**src/rtl/mem_stage_lsu.sv**
```systemverilog
// mem_stage_lsu: memory-stage load/store unit of the segmented RISC-V core.
// Runs a req/ack access to data memory, builds byte enables and lane-replicated
// store data, and sign/zero-extends load data for the MEM/WB register.
// Optional build macro LSU_MISALIGN_TRAP_EN: misaligned accesses trap instead of
// being forced onto an aligned lane.
module mem_stage_lsu #(
  parameter int unsigned DATA_WIDTH = 32,
  parameter int unsigned ADDR_WIDTH = 10
) (
  input  logic                  CLK,
  input  logic                  RST,
  input  logic                  valid_in,
  input  logic                  flush,
  input  logic                  mem_read,
  input  logic                  mem_write,
  input  logic [2:0]            func_3_bits,
  input  logic [DATA_WIDTH-1:0] alu_result,
  input  logic [DATA_WIDTH-1:0] read_data_2,
  output logic                  dmem_req,
  output logic                  dmem_we,
  output logic [ADDR_WIDTH-1:0] dmem_addr,
  output logic [3:0]            dmem_be,
  output logic [DATA_WIDTH-1:0] dmem_wdata,
  input  logic                  dmem_ack,
  input  logic [DATA_WIDTH-1:0] dmem_rdata,
  output logic                  stall,
  output logic                  done,
  output logic [DATA_WIDTH-1:0] load_data,
  output logic                  misalign_trap
);

  typedef enum logic [1:0] {S_IDLE, S_REQ, S_DONE} state_e;

  localparam logic [1:0] SZ_B = 2'd0;
  localparam logic [1:0] SZ_H = 2'd1;
  localparam logic [1:0] SZ_W = 2'd2;

  state_e                state_q;
  logic                  req_q, we_q, done_q, kill_q, sext_q;
  logic [ADDR_WIDTH-1:0] addr_q;
  logic [3:0]            be_q;
  logic [DATA_WIDTH-1:0] wdata_q, load_q;
  logic [1:0]            off_q, size_q;

  logic                  start;
  logic [1:0]            size_d, off_d;
  logic [3:0]            be_d;
  logic [DATA_WIDTH-1:0] wdata_d, load_d;
  logic [ADDR_WIDTH-1:0] addr_d;
  logic [7:0]            byte_sel;
  logic [15:0]           half_sel;
  logic                  unused_addr_bits;

  assign start            = valid_in & ~flush & (mem_read | mem_write);
  assign addr_d           = alu_result[ADDR_WIDTH+1:2];
  assign unused_addr_bits = ^alu_result[DATA_WIDTH-1:ADDR_WIDTH+2];

  // Access size, aligned lane offset, byte enables and replicated store data
  always_comb begin
    size_d  = SZ_W;
    off_d   = 2'b00;
    be_d    = 4'hF;
    wdata_d = read_data_2;
    if (func_3_bits[1:0] == 2'b00) begin
      size_d = SZ_B;
    end else if (func_3_bits[1:0] == 2'b01) begin
      size_d = SZ_H;
    end
    case (size_d)
      SZ_B:    off_d = alu_result[1:0];
      SZ_H:    off_d = {alu_result[1], 1'b0};
      default: off_d = 2'b00;
    endcase
    if (mem_write) begin
      case (size_d)
        SZ_B: begin
          be_d    = 4'b0001 << off_d;
          wdata_d = {4{read_data_2[7:0]}};
        end
        SZ_H: begin
          be_d    = 4'b0011 << off_d;
          wdata_d = {2{read_data_2[15:0]}};
        end
        default: begin
          be_d    = 4'hF;
          wdata_d = read_data_2;
        end
      endcase
    end
  end

`ifdef LSU_MISALIGN_TRAP_EN
  logic misalign_d;
  logic trap_q;

  // Half with odd offset or word with any nonzero offset
  always_comb begin
    misalign_d = 1'b0;
    if (size_d == SZ_H) begin
      misalign_d = alu_result[0];
    end else if (size_d == SZ_W) begin
      misalign_d = (alu_result[1:0] != 2'b00);
    end
  end

  assign misalign_trap = trap_q;
`else
  assign misalign_trap = 1'b0;
`endif

  // Load lane selection and extension from the returned word
  always_comb begin
    load_d   = dmem_rdata;
    byte_sel = dmem_rdata[{off_q, 3'b000} +: 8];
    half_sel = off_q[1] ? dmem_rdata[31:16] : dmem_rdata[15:0];
    case (size_q)
      SZ_B:    load_d = sext_q ? {{24{byte_sel[7]}}, byte_sel} : {24'h0, byte_sel};
      SZ_H:    load_d = sext_q ? {{16{half_sel[15]}}, half_sel} : {16'h0, half_sel};
      default: load_d = dmem_rdata;
    endcase
  end

  // Access FSM with registered memory-side outputs and result
  always_ff @(posedge CLK or posedge RST) begin
    if (RST) begin
      state_q <= S_IDLE;
      req_q   <= 1'b0;
      we_q    <= 1'b0;
      addr_q  <= '0;
      be_q    <= 4'h0;
      wdata_q <= '0;
      done_q  <= 1'b0;
      load_q  <= '0;
      kill_q  <= 1'b0;
      off_q   <= 2'b00;
      size_q  <= SZ_W;
      sext_q  <= 1'b0;
`ifdef LSU_MISALIGN_TRAP_EN
      trap_q  <= 1'b0;
`endif
    end else begin
      done_q <= 1'b0;
`ifdef LSU_MISALIGN_TRAP_EN
      trap_q <= 1'b0;
`endif
      case (state_q)
        S_IDLE: begin
          kill_q <= 1'b0;
          if (start) begin
`ifdef LSU_MISALIGN_TRAP_EN
            if (misalign_d) begin
              state_q <= S_DONE;
              done_q  <= 1'b1;
              trap_q  <= 1'b1;
            end else begin
`endif
              state_q <= S_REQ;
              req_q   <= 1'b1;
              we_q    <= mem_write;
              addr_q  <= addr_d;
              be_q    <= be_d;
              wdata_q <= wdata_d;
              off_q   <= off_d;
              size_q  <= size_d;
              sext_q  <= ~func_3_bits[2];
`ifdef LSU_MISALIGN_TRAP_EN
            end
`endif
          end
        end
        S_REQ: begin
          // A kill during REQ lets the access finish but hides its result
          kill_q <= kill_q | flush;
          if (dmem_ack) begin
            state_q <= S_DONE;
            req_q   <= 1'b0;
            if (!(kill_q | flush)) begin
              done_q <= 1'b1;
              if (!we_q) begin
                load_q <= load_d;
              end
            end
          end
        end
        S_DONE: begin
          state_q <= S_IDLE;
        end
        default: begin
          state_q <= S_IDLE;
        end
      endcase
    end
  end

  // Stall is combinational so the front end freezes in the start cycle
  assign stall = ~RST & (((state_q == S_IDLE) & start) | (state_q == S_REQ));

  assign dmem_req   = req_q;
  assign dmem_we    = we_q;
  assign dmem_addr  = addr_q;
  assign dmem_be    = be_q;
  assign dmem_wdata = wdata_q;
  assign done       = done_q;
  assign load_data  = load_q;

endmodule

```
**config.mk**
```make
export PLATFORM = sky130hd
export DESIGN_NAME = mem_stage_lsu
export DESIGN_NICKNAME = d
export VERILOG_FILES = /design/src/rtl/mem_stage_lsu.sv
export SDC_FILE = /design/constraint.sdc
export NUM_CORES = 1
export LEC_CHECK = 0
export ABC_AREA = 1
export ABC_CLOCK_PERIOD_IN_PS = 5600
export CORE_UTILIZATION = 45
export CTS_CLUSTER_DIAMETER = 30
export DETAILED_ROUTE_END_ITERATION = 6
export PLACE_DENSITY_LB_ADDON = 0.05
export REMOVE_ABC_BUFFERS = 1
export SYNTH_ARGS = -nofsm -noshare
export SYNTH_HDL_FRONTEND = slang
export SYNTH_SLANG_ARGS = --single-unit
```
**constraint.sdc**
```tcl
create_clock -name CLK -period 5.6 [get_ports CLK]
set_input_delay 0.84 -clock CLK [delete_from_list [all_inputs] [get_ports CLK]]
set_output_delay 0.84 -clock CLK [all_outputs]
set_load 0.02 [all_outputs]
```
==> summary.txt, run 1 <==
Pwr
  • Sw Ratio: 37.79%
  • Combinational power share: 44.8%
  • P per Cell Area: 407.2 mW/mm2
  • P_leak: 2.977 nW
  • P_sw: 0.9723 mW
  • Clk pwr share: 16.3%
  • Peak supply drop: 0.1849 mV
  • Internal power: 1.601 mW
  • Flop pwr share: 38.9%

Synth
  • Largest family of logic cells by synthesized area: simple AND/OR/NAND/NOR gates
  • Post-synthesis mux area share: 0%
  • Cells after Synth: 569
  • Post-synthesis compound-gate area fraction: 16.09%
  • Sequential share of the synthesized area: 49.65%
  • Synthesized area: 0.004488 mm2
  • Yosys cell types: 30
  • Synth Register Bits: 89
  • Synth Area in Simple Gates: 25.40%
  • Synth warn: 0
  • Post-synthesis adder-cell area fraction: 0%
  • Synth Area in XOR/XNOR: 0%
  • Syn Area/Cell: 7.888 um2

Detailed routing
  • Met3 wire len: 1.008 mm
  • DR WL/cell: 13.92 um
  • First-pass iteration count of the detailed router: 5
  • WL final: 11.89 mm
  • Max layer used: met4
  • Post-route ant nets: 0
  • Vias per cell: 4.881
  • Initial DRC count: 136
  • Met1 WL: 4.987 mm
  • DRC errors left: 0
  • Via count: 4168
  • Routed length on met2: 5.728 mm

Global route
  • Largest net degree at the start of global routing: 90
  • First-pass GRT wire length: 18.92 mm
  • Vias in the first global route: 3968
  • GRT Total Usage: 23.69%
  • Grt total ovfl: 0
  • Initial antenna violation count: 0

Timing
  • Max Freq: 282.6 MHz
  • Worst hold slack: 470.4 ps
  • Setup Total Neg Slack: 0 ps
  • Clock Skews: 3.593 ps
  • RSZ-0062 raised after global routing: false
  • Slew HR: 25.54%
  • Final setup vio count: 0
  • Worst-Margin Slew: 1117 ps
  • Fin crit period: 3539 ps
  • Worst setup margin: 2061 ps
  • Max-slew violations: 0
  • Hold Fails Final Rpt: 0
  • Final worst path period share: 63.19%

Critical path
  • Worst setup path category: input pin to primary output
  • R2r setup slk: 3380 ps
  • Reg2Reg Depth: 7
  • CP arrival: 2700 ps
  • Reg2reg start: state_q[1]
  • Crit. End Element: primary output
  • R2r endpoint: load_data[9]
  • Maximum fanout along the worst path: 11
  • Slowest CP cell: clkdlybuf4s50_1
  • Worst setup SP type: input pin
  • CP cell instances: clkdlybuf4s50_1 > nor2_2 > nor2_2 > nand2_2 > a21oi_1 > clkdlybuf4s50_1
  • Crit path required time: 4760 ps
  • Slowest stage delay, CP: 810 ps

Finish
  • Post-layout util: 64.94%
  • Area grow syn2layout: 40.79%
  • Fin cells: 854
  • Share of cells above drive strength 1: 7.074%
  • Filler cell count: 889
  • Ant diodes: 0
  • Final #Nets: 823

CTS
  • Root buf cell: clkbuf_8
  • Worst-Skew Late Latency: 360 ps
  • Max Buffers Root-to-Sink: 2
  • Post-CTS setup buffers: 0
  • Post-cts resize count: 0
  • CTS Sinks: 89
  • H-tree depth: 3
  • TritonCTS clock tree: built
  • Clock transition at the registers of the reported paths: 90 ps
  • CTS buffer count: 9
  • Post-CTS Hold Buffers: 0

Placed design
  • Port Buf Inserts: 167
  • Post-place setup slack: 2052 ps
  • Dpl cells: 839
  • RePlAce Congestion: 0.7879
  • DP Wirelength: 8.114 mm

Worst hold path
  • Hold Path Class: flip-flop to flip-flop
  • Worst Hold Launch: kill_q
  • Hold path cells: 1
  • Hold endpoint: done

Floorplan
  • Cell row count: 36
  • Core area: 0.009729 mm2
  • Initial cell density of the core: 46.13%
  • I/O pin total: 189
  • Die boundary width: 101.9 um
  • Chip Height: 101.9 um
  • Die area: 0.01038 mm2

Flow run
  • Maximum Capacitance Violations: 0

Run status
  • Status: completed
-- logic make-up after synthesis --
logic type             count (synthesis)
and+or+nand+nor                      274
AOI/OAI and AO/OA                    123
DFF                                   89
buffers and inverters                 82
other                                  1
-- cells in the mapped netlist --
library cell | n | area [um2]
nand2_1 | 175 | 656.9
dfrtp_1 | 88 | 2202
nor2_1 | 64 | 240.2
inv_1 | 43 | 161.4
a21oi_1 | 39 | 195.2
o21ai_1 | 30 | 150.1
o21ai_0 | 25 | 125.1
a2bb2oi_1 | 17 | 148.9
buf_2 | 17 | 85.08
nand3_1 | 17 | 85.08
a21oi_2 | 10 | 87.58
buf_6 | 7 | 78.83
inv_2 | 6 | 22.52
nor2_2 | 6 | 37.54
clkbuf_1 | 5 | 18.77
nand2_2 | 4 | 25.02
buf_4 | 2 | 15.01
nor2_4 | 2 | 22.52
a21boi_1 | 1 | 7.510
clkinv_1 | 1 | 3.750
conb_1 | 1 | 3.750
dfstp_2 | 1 | 26.28
inv_6 | 1 | 8.760
nand2_4 | 1 | 11.26
nand2_8 | 1 | 20.02
nand3_2 | 1 | 10.01
nor2_8 | 1 | 20.02
nor3_1 | 1 | 5.000
o21bai_1 | 1 | 7.510
or2_1 | 1 | 6.260
-- metrics by stage --
step                power (mW)  cell area [um2]
global route             2.739             6319
floorplan                1.596             4290
global placement         2.156             6138
CTS                      2.594             6319
finish                   2.573             6319
detailed placement       2.173             6138
-- worst max-delay path: cells and delay by family --
family	cells	cell delay (ps)
AND/OR/NAND/NOR	3	290
buffers and inverters	2	1440
AO/OA/AOI/OAI	1	130
-- area by class of cell --
| cell class | instances | area [um2] | area share, % |
|---|---|---|---|
| clock inverter | 3 | 15.01 | 0.2376 |
| multi-input combinational | 398 | 1866 | 29.52 |
| tap | 133 | 166.4 | 2.634 |
| inverter | 51 | 198.9 | 3.149 |
| timing repair buffer | 168 | 1679 | 26.57 |
| clock buffer | 12 | 165.2 | 2.614 |
| sequential | 89 | 2228 | 35.27 |
-- state kept, by name, indices dropped and copies added (netlist names) --
signal and cells:
dmem_addr 10, dmem_be 4, dmem_req 1, dmem_wdata 32, dmem_we 1, done 1, kill_q 1, load_data 32
off_q 2, sext_q 1, size_q 2, state_q 2
-- power by group through the flow --
| stage | logic [mW] | clock network, mW | registers [mW] |
|---|---|---|---|
| after global routing | 1.25 | 0.454 | 1.03 |
| final | 1.15 | 0.419 | 1.00 |
| after global placement | 1.15 | 0 | 1.01 |
| after detailed placement | 1.16 | 0 | 1.01 |
| after CTS | 1.16 | 0.427 | 1.00 |
| after floorplan | 0.352 | 0 | 1.24 |
-- per-layer routing --
metal  global-route usage, %  vias to the layer above
met5                       0                        -
met4                   7.692                        0
met3                   6.977                       15
met2                   38.88                      136
met1                   30.20                     1918
li1                        -                     2099
-- worst max path at each step --
stage	start	to	cells after the start
after floorplan	RST	dmem_addr[0]	1
after global placement	mem_write	stall	6
after detailed placement	mem_write	stall	6
after CTS	mem_write	stall	6
after global routing	mem_write	stall	6
final	mem_write	stall	6
-- cells in the final DEF (no fill, tap or decap), types with 2 or more instances in the layout --
cell type        netlist  final
a21oi_2               10     10
inv_1                 43     42
a21oi_1               39     39
nor2_2                 6      6
clkbuf_8               0     12
o21ai_1               30     30
clkdlybuf4s50_1        0    167
clkinv_2               0      3
a2bb2oi_1             17     17
nor2_1                64     64
o21ai_0               25     25
nand2_2                4      4
nor2_4                 2      2
nand2_1              175    175
inv_2                  6      6
nand3_1               17     17
dfrtp_1               88     88
(Power assumes the default switching activity.)
==> run 2, diff against run 1 <==
- ABC_CLOCK_PERIOD_IN_PS: 5600 -> 3400
- CORE_UTILIZATION: 45 -> 43
- clock period: 5.6 -> 3.4 ns (I/O delays scaled with it)
==> summary.txt, run 2 (synthesis results as in run 1) <==
Finish
  • Register Area: 0.002228 mm2 (unchanged)
  • Share of cells above drive strength 1: 7.713% (was 7.074%)
  • Filler cell count: 920 (was 889)
  • Area grow syn2layout: 41.85% (was 40.79%)
  • Most common cell after layout, fill and taps aside: nand2_1 (unchanged)
  • Area of the multi-input gates: 0.001866 mm2 (unchanged)
  • Post-layout util: 63.95% (was 64.94%)
  • Fin cells: 859 (was 854)
  • Final #Nets: 829 (was 823)
  • Ant diodes: 0 (unchanged)
  • Most frequent cells in the layout: nand2_1 (175), clkdlybuf4s50_1 (167), dfrtp_1 (88) (unchanged)

CTS
  • CTS Sinks: 89 (unchanged)
  • H-tree depth: 3 (unchanged)
  • Post-CTS Hold Buffers: 0 (unchanged)
  • Worst-Skew Late Latency: 350 ps (was 360 ps)
  • Post-CTS setup buffers: 0 (unchanged)
  • Root buf cell: clkbuf_8 (unchanged)
  • Clock transition at the registers of the reported paths: 90 ps (about the same)
  • Max Buffers Root-to-Sink: 2 (unchanged)
  • Post-cts resize count: 0 (unchanged)
  • CTS buffer count: 9 (unchanged)
  • TritonCTS clock tree: built (unchanged)

Timing
  • Max Freq: 380.0 MHz
  • Final setup vio count: 0 (unchanged)
  • Slew HR: 49.19% (was 25.54%)
  • Setup Total Neg Slack: 0 ps (unchanged)
  • RSZ-0062 raised after global routing: false (unchanged)
  • Final worst path period share: 77.39%
  • Clock Skews: 7.528 ps (was 3.593 ps)
  • Fin crit period: 2631 ps
  • Worst-Margin Slew: 762.1 ps (was 1117 ps)
  • Worst setup margin: 768.7 ps (was 2061 ps)
  • Hold Fails Final Rpt: 0 (unchanged)
  • Max-slew violations: 0 (unchanged)

Critical path
  • CP arrival: 2120 ps (was 2700 ps)
  • Reg2reg start: size_q[1] (was state_q[1])
  • Worst setup path category: input pin to primary output (unchanged)
  • Maximum fanout along the worst path: 11 (unchanged)
  • R2r endpoint: load_data[6] (was load_data[9])
  • Worst setup SP type: input pin (unchanged)
  • Crit. End Element: primary output (unchanged)
  • R2r setup slk: 1310 ps (was 3380 ps)
  • Crit path required time: 2890 ps (was 4760 ps)
  • Reg2Reg Depth: 7 (unchanged)

Detailed routing
  • Initial DRC count: 165 (was 136)
  • Post-route ant nets: 0 (unchanged)
  • WL final: 12.12 mm (was 11.89 mm)
  • DR WL/cell: 14.11 um (was 13.92 um)
  • Vias per cell: 4.915 (was 4.881)
  • First-pass iteration count of the detailed router: 6 (was 5)
  • DRC errors left: 0 (unchanged)
  • Via count: 4222 (was 4168)

Run status
  • Status: completed (unchanged)

Flow run
  • Maximum Capacitance Violations: 0 (unchanged)

Placed design
  • Dpl cells: 845 (was 839)
  • Port Buf Inserts: 167 (unchanged)
  • RePlAce Congestion: 0.7942 (was 0.7879)
  • DP Wirelength: 8.504 mm (was 8.114 mm)
  • Post-place setup slack: 595.2 ps (was 2052 ps)

Global route
  • Grt total ovfl: 0 (unchanged)
  • First-pass GRT wire length: 20.40 mm (was 18.92 mm)
  • Vias in the first global route: 4287 (was 3968)
  • Largest net degree at the start of global routing: 75 (was 90)
  • GRT Total Usage: 23.54% (was 23.69%)
  • Initial antenna violation count: 0 (unchanged)

Worst hold path
  • Worst Hold Launch: kill_q (unchanged)
  • Hold endpoint: done (unchanged)
  • Hold Path Class: flip-flop to flip-flop (unchanged)
  • Hold path cells: 1 (unchanged)

Pwr
  • Peak supply drop: 0.3411 mV (was 0.1849 mV)
  • P_leak: 3.007 nW (was 2.977 nW)
  • P per Cell Area: 670.9 mW/mm2 (was 407.2 mW/mm2)

Floorplan
  • Core area: 0.009955 mm2 (was 0.009729 mm2)
  • Cell row count: 36 (unchanged)
  • Die boundary width: 104.2 um (was 101.9 um)
  • Initial cell density of the core: 45.09% (was 46.13%)
  • Die area: 0.01085 mm2 (was 0.01038 mm2)
  • I/O pin total: 189 (unchanged)
  • Chip Height: 104.2 um (was 101.9 um)
-- run 2: cell types whose count changed in the layout (fill, tap and decap cells not counted), sizes merged --
cell / previous run / this run
clkbuf: 12 / 10
bufinv: 0 / 1
buf: 1 / 7
-- run 2: how the worst max path moves through the flow --
stage | start | end | slack [ps] | cells past startpoint
floorplan | RST | dmem_addr[0] | 580 | 1
global placement | mem_write | dmem_be[3] | 610 | 9
detailed placement | mem_write | dmem_be[3] | 600 | 9
CTS | mem_write | stall | 750 | 7
global route | mem_write | stall | 720 | 7
finish | mem_write | stall | 770 | 7
-- run 2: final cells by class --
| type | instances | area share [%] |
|---|---|---|
| clock inverters | 4 | 0.7075 |
| clock buffers | 10 | 2.162 |
| inverters | 51 | 3.125 |
| repair buffers | 174 | 27.08 |
| multi-input cells | 398 | 29.30 |
| well taps | 133 | 2.614 |
| flip-flops and latches | 89 | 35.00 |
-- run 2: report_power, final --
| group | internal (mW) | switching, mW | total (mW) |
|---|---|---|---|
| Clock | 0.348 | 0.355 | 0.703 |
| Sequential | 1.40 | 0.231 | 1.64 |
| Combinational | 0.921 | 1.01 | 1.93 |
| Total | 2.67 | 1.60 | 4.27 |
-- run 2: through the flow --
stage | hold slack [ps] | instance area [um2] | total power [mW]
4_1_cts | 471.1 | 6366 | 4.323
6_report | 470.2 | 6366 | 4.271
3_5_place_dp | 458.1 | 6183 | 3.598
2_1_floorplan | 430.6 | 4290 | 2.629
5_1_grt | 485.6 | 6366 | 4.551
3_3_place_gp | 454.7 | 6183 | 3.563
-- run 2: critical path: stages --
cell	delay [ps]
clkdlybuf4s50_1	450
buf_4	190
nor2_2	60
nor2_2	110
nand2_2	50
a21oi_1	120
clkdlybuf4s50_1	620
-- run 2: layer usage --
metal  vias to the layer above  share of wire (%)  global-route usage (%)
met1                      1955                 42                   28.43
met5                         -                  0                       0
met2                       138                 48                   39.48
met3                        18                7.6                   6.516
li1                       2111                  -                       -
met4                         0                1.9                   9.898
